File: src/rtl/mem_port_arbiter.sv
// Shares the single-port unified Y86 memory between the fetch and memory stages:
// one grant at a time, variable-latency req/ack sequencing, range check and timeout abort.
module mem_port_arbiter #(
  parameter  int unsigned MEM_SIZE = 4096,
  parameter  int unsigned TIMEOUT  = 15,
  localparam int unsigned XLEN     = 64
) (
  input  logic            clk_i,
  input  logic            rst_i,
  input  logic            f_req_i,
  input  logic [XLEN-1:0] f_addr_i,
  output logic [XLEN-1:0] f_rdata_o,
  output logic            f_done_o,
  output logic            f_err_o,
  output logic            f_stall_o,
  input  logic            m_req_i,
  input  logic            m_we_i,
  input  logic [XLEN-1:0] m_addr_i,
  input  logic [XLEN-1:0] m_wdata_i,
  output logic [XLEN-1:0] m_rdata_o,
  output logic            m_done_o,
  output logic            m_err_o,
  output logic            m_stall_o,
  output logic            mem_req_o,
  output logic            mem_we_o,
  output logic [XLEN-1:0] mem_addr_o,
  output logic [XLEN-1:0] mem_wdata_o,
  input  logic [XLEN-1:0] mem_rdata_i,
  input  logic            mem_ack_i,
  output logic            busy_o
);

  localparam int unsigned     CNT_W        = $clog2(TIMEOUT + 1);
  localparam logic [XLEN-1:0] LAST_OK_ADDR = XLEN'(MEM_SIZE - 8);
  localparam logic [CNT_W-1:0] CNT_MAX     = CNT_W'(TIMEOUT);

  typedef enum logic [1:0] {
    IDLE   = 2'd0,
    BUSY_M = 2'd1,
    BUSY_F = 2'd2
  } state_e;

  state_e            state_q, state_d;
  logic [CNT_W-1:0]  cnt_q, cnt_d;
  logic              mem_req_q, mem_req_d;
  logic              mem_we_q, mem_we_d;
  logic [XLEN-1:0]   mem_addr_q, mem_addr_d;
  logic [XLEN-1:0]   mem_wdata_q, mem_wdata_d;
  logic [XLEN-1:0]   f_rdata_q, f_rdata_d;
  logic              f_done_q, f_done_d;
  logic              f_err_q, f_err_d;
  logic [XLEN-1:0]   m_rdata_q, m_rdata_d;
  logic              m_done_q, m_done_d;
  logic              m_err_q, m_err_d;

  // A requester is not re-served in the cycle its own completion is presented.
  logic f_elig, m_elig;
  assign f_elig = f_req_i & ~f_done_q;
  assign m_elig = m_req_i & ~m_done_q;

  always_ff @(posedge clk_i or posedge rst_i) begin
    if (rst_i) begin
      state_q     <= IDLE;
      cnt_q       <= '0;
      mem_req_q   <= 1'b0;
      mem_we_q    <= 1'b0;
      mem_addr_q  <= '0;
      mem_wdata_q <= '0;
      f_rdata_q   <= '0;
      f_done_q    <= 1'b0;
      f_err_q     <= 1'b0;
      m_rdata_q   <= '0;
      m_done_q    <= 1'b0;
      m_err_q     <= 1'b0;
    end else begin
      state_q     <= state_d;
      cnt_q       <= cnt_d;
      mem_req_q   <= mem_req_d;
      mem_we_q    <= mem_we_d;
      mem_addr_q  <= mem_addr_d;
      mem_wdata_q <= mem_wdata_d;
      f_rdata_q   <= f_rdata_d;
      f_done_q    <= f_done_d;
      f_err_q     <= f_err_d;
      m_rdata_q   <= m_rdata_d;
      m_done_q    <= m_done_d;
      m_err_q     <= m_err_d;
    end
  end

  always_comb begin
    state_d     = state_q;
    cnt_d       = cnt_q;
    mem_req_d   = mem_req_q;
    mem_we_d    = mem_we_q;
    mem_addr_d  = mem_addr_q;
    mem_wdata_d = mem_wdata_q;
    f_rdata_d   = f_rdata_q;
    f_done_d    = 1'b0;
    f_err_d     = f_err_q;
    m_rdata_d   = m_rdata_q;
    m_done_d    = 1'b0;
    m_err_d     = m_err_q;

    case (state_q)
      IDLE: begin
        // M stage holds the older instruction, so it wins a tie.
        if (m_elig) begin
          if (m_addr_i > LAST_OK_ADDR) begin
            m_done_d  = 1'b1;
            m_err_d   = 1'b1;
            m_rdata_d = '0;
          end else begin
            mem_req_d   = 1'b1;
            mem_we_d    = m_we_i;
            mem_addr_d  = m_addr_i;
            mem_wdata_d = m_wdata_i;
            cnt_d       = '0;
            state_d     = BUSY_M;
          end
        end else if (f_elig) begin
          if (f_addr_i > LAST_OK_ADDR) begin
            f_done_d  = 1'b1;
            f_err_d   = 1'b1;
            f_rdata_d = '0;
          end else begin
            mem_req_d   = 1'b1;
            mem_we_d    = 1'b0;
            mem_addr_d  = f_addr_i;
            mem_wdata_d = '0;
            cnt_d       = '0;
            state_d     = BUSY_F;
          end
        end
      end

      BUSY_M, BUSY_F: begin
        // Ack takes precedence over an expiring timeout in the same cycle.
        if (mem_ack_i) begin
          mem_req_d = 1'b0;
          state_d   = IDLE;
          if (state_q == BUSY_M) begin
            m_done_d = 1'b1;
            m_err_d  = 1'b0;
            if (!mem_we_q) begin
              m_rdata_d = mem_rdata_i;
            end
          end else begin
            f_done_d  = 1'b1;
            f_err_d   = 1'b0;
            f_rdata_d = mem_rdata_i;
          end
        end else if (cnt_q == CNT_MAX) begin
          mem_req_d = 1'b0;
          state_d   = IDLE;
          if (state_q == BUSY_M) begin
            m_done_d  = 1'b1;
            m_err_d   = 1'b1;
            m_rdata_d = '0;
          end else begin
            f_done_d  = 1'b1;
            f_err_d   = 1'b1;
            f_rdata_d = '0;
          end
        end else begin
          cnt_d = cnt_q + CNT_W'(1);
        end
      end

      default: begin
        state_d   = IDLE;
        mem_req_d = 1'b0;
      end
    endcase
  end

  // Stalls follow the requests directly so the pipeline sees them in the same cycle.
  assign f_stall_o = f_req_i & ~f_done_q & ~rst_i;
  assign m_stall_o = m_req_i & ~m_done_q & ~rst_i;

  assign f_rdata_o   = f_rdata_q;
  assign f_done_o    = f_done_q;
  assign f_err_o     = f_err_q;
  assign m_rdata_o   = m_rdata_q;
  assign m_done_o    = m_done_q;
  assign m_err_o     = m_err_q;
  assign mem_req_o   = mem_req_q;
  assign mem_we_o    = mem_we_q;
  assign mem_addr_o  = mem_addr_q;
  assign mem_wdata_o = mem_wdata_q;
  assign busy_o      = (state_q != IDLE);

endmodule

File: config.mk
export PLATFORM = sky130hd
export DESIGN_NAME = mem_port_arbiter
export DESIGN_NICKNAME = d
export VERILOG_FILES = /design/src/rtl/mem_port_arbiter.sv
export SDC_FILE = /design/constraint.sdc
export NUM_CORES = 1
export LEC_CHECK = 0
export ABC_AREA = 1
export CAP_MARGIN = 20
export CORE_AREA = 10 10 201 221
export DETAILED_ROUTE_END_ITERATION = 7
export DIE_AREA = 0 0 211 231
export PLACE_DENSITY = 0.65
export SLEW_MARGIN = 25
export SYNTH_ARGS = -nofsm -noshare
export SYNTH_HDL_FRONTEND = slang
export SYNTH_SLANG_ARGS = --single-unit
File: constraint.sdc
create_clock -name clk_i -period 9.6 [get_ports clk_i]
set_input_delay 1.44 -clock clk_i [delete_from_list [all_inputs] [get_ports clk_i]]
set_output_delay 1.44 -clock clk_i [all_outputs]
set_load 0.005 [all_outputs]
# [Yosys cells after proc, flatten, opt, wreduce, memory -nomap -nowiden]
# Cells that the tools add are included.
[classes] n_reduce_logical=11 n_mul=0 eq_ne=19 n_div=0 shifts=0 bitwise=7 add_sub_neg=1 n_lt_le_gt_ge=2 mux=77
[op_table] operator="64-bit 2-to-1 mux" n=22
[op_table] operator="64-bit one-hot mux with 2 select lines" n=2
[op_table] operator="64-bit by 12-bit > comparator with 1-bit output, second input constant" n=2
[op_table] operator="1-bit 2-to-1 mux" n=34
[op_table] operator="4-bit 2-to-1 mux" n=6
[op_table] operator="2-bit inequality test, second input constant" n=11
[op_table] operator="6-bit AND reduction" n=3
[op_table] operator="3-bit inequality test, second input constant" n=5
[op_table] operator="2-bit 2-to-1 mux" n=6
[op_table] operator="1-bit one-hot mux with 2 select lines" n=5
[op_table] operator="4-bit one-hot mux with 2 select lines" n=1
[op_table] operator="4-bit AND reduction" n=2
[op_table] operator="2-bit nonzero test" n=3
[op_table] operator="5-bit AND reduction" n=1
[op_table] operator="4-bit by 1-bit adder with 4-bit output, second input constant" n=1
[op_table] operator="1-bit bitwise AND" n=4
[op_table] operator="4-bit == test, second input constant" n=1
[op_table] operator="2-bit one-hot mux with 2 select lines" n=1
[op_table] operator="1-bit NOT" n=3
[op_table] operator="2-bit by 1-bit == test with 1-bit output, second input constant" n=1
[op_table] operator="2-bit == test, second input constant" n=1
[op_table] operator="2-bit logical NOT" n=1
[op_table] operator="2-bit OR reduction" n=1
[totals] mem_count=0 romBits=0 reg_bits=268 input_bits=262 out_inout_bits=265 latchBits=0 mem_bits_rw=0

# [Logic depth before layout (Yosys ltp)]
# Gate-level depths: netlist of the first run.
[depth] depth_word=5 mapped_depth=14 ltp_nobuf=12

# [Worst setup path before layout of the first run]
# OpenSTA, ideal clock, no wires.
[synth_path] path_type="input-to-output" startpoint="input f_req_i" endpoint="output f_stall_o" arrival_ns=1.859 stages=4 setup_slack_ns=6.301 path_cell_list="inv_1 -> nor2_1 -> inv_1 -> nor2_1"
[synth_between] elab_chain_cells=2
[synth_lines] item="start: declaration" line="10" rtl="input logic f_req_i,"
[synth_lines] item="1-bit bitwise AND (2 in series)" line="178" rtl="assign f_stall_o = f_req_i & ~f_done_q & ~rst_i;"
[synth_lines] item="end: declaration" line="15" rtl="output logic f_stall_o,"
# No other way between the ends.

# [Worst setup path after layout of the first run]
# Same ends and word-level chain as after synthesis.

==> results by group, run 1 <==
Outcome
  • Outcome: complete, no violations

Logic synthesis
  • Post-Synthesis Cells: ~1300
  • Ys Warns: 0
  • Synth top cells by count: nand2_1, dfrtp_1, nor2_1, inv_1, nand4_1
  • Most common cell in the netlist: nand2_1
  • Yosys reg bits: 268
  • Number of flops mapped to enable cells by yosys: 0
  • Syn_nets: 1592
  • Post-Syn Area per Cell: 8.904 sq um
  • Async SR Flop Fraction: between 90% and 100%
  • Dominant cells by area after synthesis: dfrtp_1, nand2_1, nand3b_1, nor2_1, nand4_1
  • Synth area leader: dfrtp_1
  • Syn Std Cell Area: approximately 0.012 sq mm
  • Cell variety after synth: 28
  • Sequential share of the synthesized area: 56.89%
  • Yosys top cell area share: 56.89%
  • Synth Flop Type: dfrtp_1

Place
  • Placed insts: around 2300
  • Post-DP HPWL: 34860 um
  • DP Area: 0.01729 sq mm
  • Routability cong.: 0.8425
  • Input/output buffers: 526

STA
  • Max Fclk: 215.5 MHz
  • Clk_skew: roughly 0.025 ns
  • Final worst-path cycle share: 48.33%
  • RSZ-0062 raised after global routing: false
  • Worst Max-Slew Pin Slew: 0.9321 ns
  • Slew headroom: 37.86%
  • Final Max Tran Viols: 0
  • Final setup violation count: 0
  • Fin. Hold Viols: 0
  • Setup TNS: 0 ns
  • Tmin final: 4.640 ns

Power and ir drop
  • Leakage power: 8.553 nW
  • Overall power: 2.615 mW
  • Worst ir drop on vdd: approximately 0.11 mV
  • Pwr Density: 142.1 mW/mm^2

Setup path
  • Cells along the critical path: clkdlybuf4s50_1 > inv_1 > nor2_1 > inv_1 > nor2_1 > clkdlybuf4s50_1
  • Crit path DAT: roughly 3.2 ns
  • Element type at the critical path end: output pin
  • Crit-path max FO: 5
  • Critical Path RT: 8.16 ns
  • Worst path max stage delay: around 0.55 ns
  • CP startpoint kind: primary input
  • Worst path top cell family by delay: buffers and inverters
  • CP bufs+invs: 4
  • Kind of critical path: in2out
  • Crit path max-delay cell type: clkdlybuf4s50_1

Floorplanning
  • Starting Density: 29.56%
  • IO Pins: 527
  • Die ar.: roughly 0.049 sq mm
  • Die height: 231 um
  • CORE AREA: 0.03989 sq mm
  • Rows: 77
  • Die X: 211 um

Cells and area
  • Final nets: 2073
  • Final Util: 46.14%
  • Register Area: 0.006706 sq mm
  • Area of the multi-input gates: 0.004290 sq mm
  • Fill count: 3891
  • Final Non-Filler Cells: 2341
  • Fraction of layout cells with a size suffix above 1: 6.294%
  • Design Area, Final: 0.01841 sq mm
  • Area grow syn2layout: 56.12%

Routing
  • Antenna Violating Nets Remaining: 0
  • Iter 0 DRT Violations: 596
  • Vias per inst: 4.692
  • Drt pass-1 iters: 6
  • Total wire length: 46460 um
  • Routed length per instance: 19.84 um
  • Drt drc: 0
  • Via count: 10980

Global routing
  • First-pass GRT wire length: ~70000 um
  • Gr ovfl total: 0
  • Largest net degree at the start of global routing: 151
  • Initial antenna violation count: 1
  • GRT Total Usage: 18.23%
  • Vias in the first global route: ~12000

Run
  • Max-capacitance violation count: 0

Clock tree
  • Postcts setup bufs: 0
  • Clock net sink count: 268
  • Total CTS buffers: 30
  • Hold Buf Count CTS: 0
  • CTS max path bufs: 3
  • # H-tree levels: 1
  • Clock Latency Late Sink: 0.56 ns
  • CTS tree: done
  • CTS root buf: clkbuf_16
  • Clock slew at reported path FFs: 0.06 ns
  • Resize count post-CTS: 0

Min path
  • Min-Delay Path Class: reg2reg
[per-layer routing]
metal / share of wire (%) / routed length (um) / global-route usage (%)
met2: 52 / 24240 / 33.27
met1: 36 / 16670 / 19.13
met4: 4.0 / 1875 / 8.109
met5: 0 / 0 / 0
met3: 7.9 / 3677 / 5.001
[kinds of logic after synthesis]
kind of cell               count (synthesis)  synth area share (%)
AOI/OAI and AO/OA                         77                 3.322
xor gates and xnor gates                   1               0.07431
adders and majority gates                  6                0.6368
buffers and inverters                    167                 7.005
DFF                                      268                 56.89
and+or+nand+nor                          805                 32.07
[final cells by class]
class,count,area share [%]
clock buffer,42,4.765
multi-input combinational,889,23.31
clock inverter,12,1.210
antenna,1,0.01360
timing repair buffer,537,29.10
tap,513,3.487
inverter,79,1.679
sequential,268,36.44
[where the power goes]
group,switching (mW),total [mW],leakage (nW),internal (mW)
Clock,0.472,1.27,0.538,0.796
Combinational,0.102,0.213,4.55,0.111
Sequential,0.00267,1.14,3.46,1.13
Total,0.576,2.62,8.55,2.04
[flip-flops by register name, indices dropped and copies added, names as in the netlist, 2 cells and up]
register,cells
f_rdata_o,64
m_rdata_o,64
mem_addr_o,64
mem_wdata_o,64
cnt_q,4
state_q,2
[through the flow]
stage,setup WS [ns],hold WS [ns]
after global routing,4.827,0.4867
after global placement,4.897,0.4543
final,4.960,0.4695
after detailed placement,4.870,0.4583
after CTS,4.931,0.4751
after floorplan,0.7780,0.4650
[worst register-to-register path, delay by kind of cell, from the launching register on]
| kind | cells | cell delay [ns] |
|---|---|---|
| buffers and inverters | 5 | 1.51 |
| AND/OR/NAND/NOR | 4 | 1.02 |
| adder cells (fa/ha/maj) | 1 | 0.44 |
| flip-flops | 1 | 0.40 |
| AO/OA/AOI/OAI | 1 | 0.21 |
[path summary, 6_finish.rpt]
kind / end / depth (start not counted) / start / slack (ns)
max reg2reg: m_rdata_o[63]$_DFFE_PP0P_ / 11 / state_q[1]$_DFFE_PP0P_ / 5.90
min in group asynchronous: mem_req_o$_DFFE_PP0P_ / 2 / rst_i / 1.57
max: f_stall_o / 6 / f_req_i / 4.96
max in group asynchronous: m_rdata_o[28]$_DFFE_PP0P_ / 3 / rst_i / 6.80
min reg2reg: f_rdata_o[23]$_DFFE_PP0P_ / 2 / f_rdata_o[23]$_DFFE_PP0P_ / 0.47
min: f_rdata_o[23]$_DFFE_PP0P_ / 2 / f_rdata_o[23]$_DFFE_PP0P_ / 0.47
[layout by cell type (no fill, tap or decap), types with 2 or more instances in the layout]
cell type / count
nand2_4: 2
a21oi_1: 3
o21ai_0: 22
nor2_2: 6
nand3_2: 32
bufinv_16: 6
nand2_2: 2
clkbuf_16: 31
inv_1: 72
nand4_1: 73
and2_0: 2
dfrtp_1: 268
nand3b_1: 65
clkbuf_1: 5
nor2_1: 124
nand2_1: 428
clkbuf_8: 6
clkinv_2: 3
o21ai_1: 50
inv_2: 6
ha_1: 5
buf_4: 9
buf_6: 2
clkdlybuf4s50_1: 526
nand3_1: 64
nor3_1: 3
No activity file was read; power rests on OpenSTA's default activity.
==> run 2: changes to the inputs <==
Settings changed: PLACE_DENSITY 0.65 to 0.68.
Clock period 9.6 ns to 4.15 ns, I/O delays scaled along.
==> run 2 against run 1 <==
Net effect:
- clock skew decreased by 0.013 ns
- critical endpoint is now busy_o
- clock power increased by 110%
- worst setup slack got worse by 4.1 ns
- register-to-register slack got worse by 4.8 ns
- combinational power grew 140%
- core utilization is 0.13 points higher
- largest cell class unchanged
==> results by group, run 2 (same netlist as run 1, synthesis figures left out) <==
Cells and area
  • Final Non-Filler Cells: 2351 (was 2341)
  • Final nets: 2082 (was 2073)
  • Fraction of layout cells with a size suffix above 1: 6.754% (was 6.294%)
  • Area grow syn2layout: 56.55% (was 56.12%)
  • Fill count: 3846 (was 3891)
  • Leading cell type in the layout, fill and taps excluded: clkdlybuf4s50_1 (unchanged)
  • Most frequent cells in the layout: clkdlybuf4s50_1, nand2_1, dfrtp_1 (unchanged)

Clock tree
  • # H-tree levels: 1 (unchanged)
  • Resize count post-CTS: 0 (unchanged)
  • CTS root buf: clkbuf_16 (unchanged)
  • CTS tree: done (unchanged)
  • Total CTS buffers: 28 (was 30)
  • CTS max path bufs: 3 (unchanged)
  • Clock net sink count: 268 (unchanged)
  • Clock slew at reported path FFs: 0.07 ns (was 0.06 ns)
  • Postcts setup bufs: 0 (unchanged)
  • Clock Latency Late Sink: 0.55 ns (was 0.56 ns)
  • Hold Buf Count CTS: 0 (unchanged)

Min path
  • Min-Delay Path Class: reg2reg (unchanged)
  • WHS Path Cells: 2 (unchanged)

Floorplanning
  • Rows: 77 (unchanged)
  • Die height: 231 um (unchanged)
  • Die ar.: 0.04874 sq mm (unchanged)
  • Starting Density: 29.56% (unchanged)
  • CORE AREA: 0.03989 sq mm (unchanged)
  • Die X: 211 um (unchanged)
  • IO Pins: 527 (unchanged)

Global routing
  • Initial antenna violation count: 6 (was 1)
  • Vias in the first global route: 11280 (was 11590)
  • First-pass GRT wire length: 69310 um (was 69760 um)
  • Largest net degree at the start of global routing: 86 (was 151)
  • Gr ovfl total: 0 (unchanged)
  • GRT Total Usage: 18.18% (was 18.23%)

Routing
  • Vias per inst: 4.656 (was 4.692)
  • Via count: 10950 (was 10980)
  • Antenna Violating Nets Remaining: 0 (unchanged)
  • Total wire length: 46290 um (was 46460 um)
  • Drt pass-1 iters: 5 (was 6)
  • Routed length per instance: 19.69 um (was 19.84 um)
  • Drt drc: 0 (unchanged)
  • Iter 0 DRT Violations: 604 (was 596)

Outcome
  • Outcome: complete, no violations (unchanged)

STA
  • Final setup violation count: 0 (unchanged)
  • Clk_skew: 0.01206 ns (was 0.02512 ns)
  • Setup TNS: 0 ns (unchanged)
  • Final Max Tran Viols: 0 (unchanged)
  • Hold_ws: 0.4680 ns (was 0.4695 ns)
  • RSZ-0062 raised after global routing: false (unchanged)
  • Max Fclk: between 300 and 400 MHz
  • Slew headroom: 39.65% (was 37.86%)
  • Worst Max-Slew Pin Slew: 0.9034 ns (was 0.9321 ns)
  • Fin. Hold Viols: 0 (unchanged)
  • Tmin final: between 3 and 4 ns
  • Final worst-path cycle share: 79.42%

Power and ir drop
  • Pwr Density: 315.3 mW/mm^2 (was 142.1 mW/mm^2)
  • Leakage power: 8.592 nW (was 8.553 nW)
  • Overall power: 5.819 mW (was 2.615 mW)
  • Worst ir drop on vdd: 0.2319 mV (was 0.1101 mV)

Run
  • Max-capacitance violation count: 0 (unchanged)

Place
  • Post-DP HPWL: 36170 um (was 34860 um)
  • Input/output buffers: 526 (unchanged)
  • Placed insts: 2297 (was 2286)
  • Routability cong.: 0.8858 (was 0.8425)

Setup path
  • Crit-path max FO: 36 (was 5)
  • Critical Path RT: 3.53 ns (was 8.16 ns)
  • Element type at the critical path end: output pin (unchanged)
  • R2R depth: 7 (was 11)
  • Kind of critical path: reg2out (was in2out)
  • Crit path DAT: 2.67 ns (was 3.20 ns)
  • CP startpoint kind: flop (was primary input)
==> run 2: worst paths after layout <==
kind | slack [ns] | startpoint | endpoint
worst max-delay path | 0.85 | state_q[0]$_DFFE_PP0P_ | busy_o
worst min-delay path | 0.47 | f_rdata_o[24]$_DFFE_PP0P_ | f_rdata_o[24]$_DFFE_PP0P_
worst max register to register | 1.09 | state_q[0]$_DFFE_PP0P_ | mem_addr_o[30]$_DFFE_PP0P_
worst min register to register | 0.47 | f_rdata_o[24]$_DFFE_PP0P_ | f_rdata_o[24]$_DFFE_PP0P_
max in group asynchronous | 2.52 | rst_i | f_rdata_o[50]$_DFFE_PP0P_
min in group asynchronous | 0.79 | rst_i | mem_wdata_o[39]$_DFFE_PP0P_
==> run 2: cell type report <==
type / count / area [sq um] / area share (%)
antenna: 2 / 5.005 / 0.02712
clock buffer: 39 / 813.3 / 4.407
clock inverter: 13 / 176.4 / 0.9559
inverter: 79 / 300.3 / 1.627
multi-input combinational: 889 / 4282 / 23.20
sequential: 268 / 6706 / 36.34
tap: 513 / 641.9 / 3.478
timing repair buffer: 548 / 5530 / 29.97
==> run 2: routing by layer <==
metal | wire length, um | track usage (%)
met1 | 16420 | 18.79
met2 | 24460 | 33.56
met3 | 3760 | 5.448
met4 | 1641 | 7.248
met5 | 13 | 0
==> run 2: critical path, stage by stage, from the launching register on <==
cell	delay (ns)
dfrtp_1	0.44
inv_1	0.11
ha_2	0.66
inv_1	0.30
clkdlybuf4s50_1	0.60
==> run 2: stage by stage <==
step	util (%)	worst slack, ns	instance area [sq um]
2_1_floorplan	-	-0.01197	11790
3_3_place_gp	43.78	0.8270	17460
3_5_place_dp	43.78	0.8494	17460
4_1_cts	46.26	0.8330	18450
5_1_grt	46.27	0.7208	18460
6_report	46.27	0.8541	18460
==> run 2: report_power, final <==
group | total, mW | internal [mW] | switching, mW
Sequential | 2.62 | 2.62 | 0.00524
Combinational | 0.517 | 0.272 | 0.245
Clock | 2.68 | 1.62 | 1.06
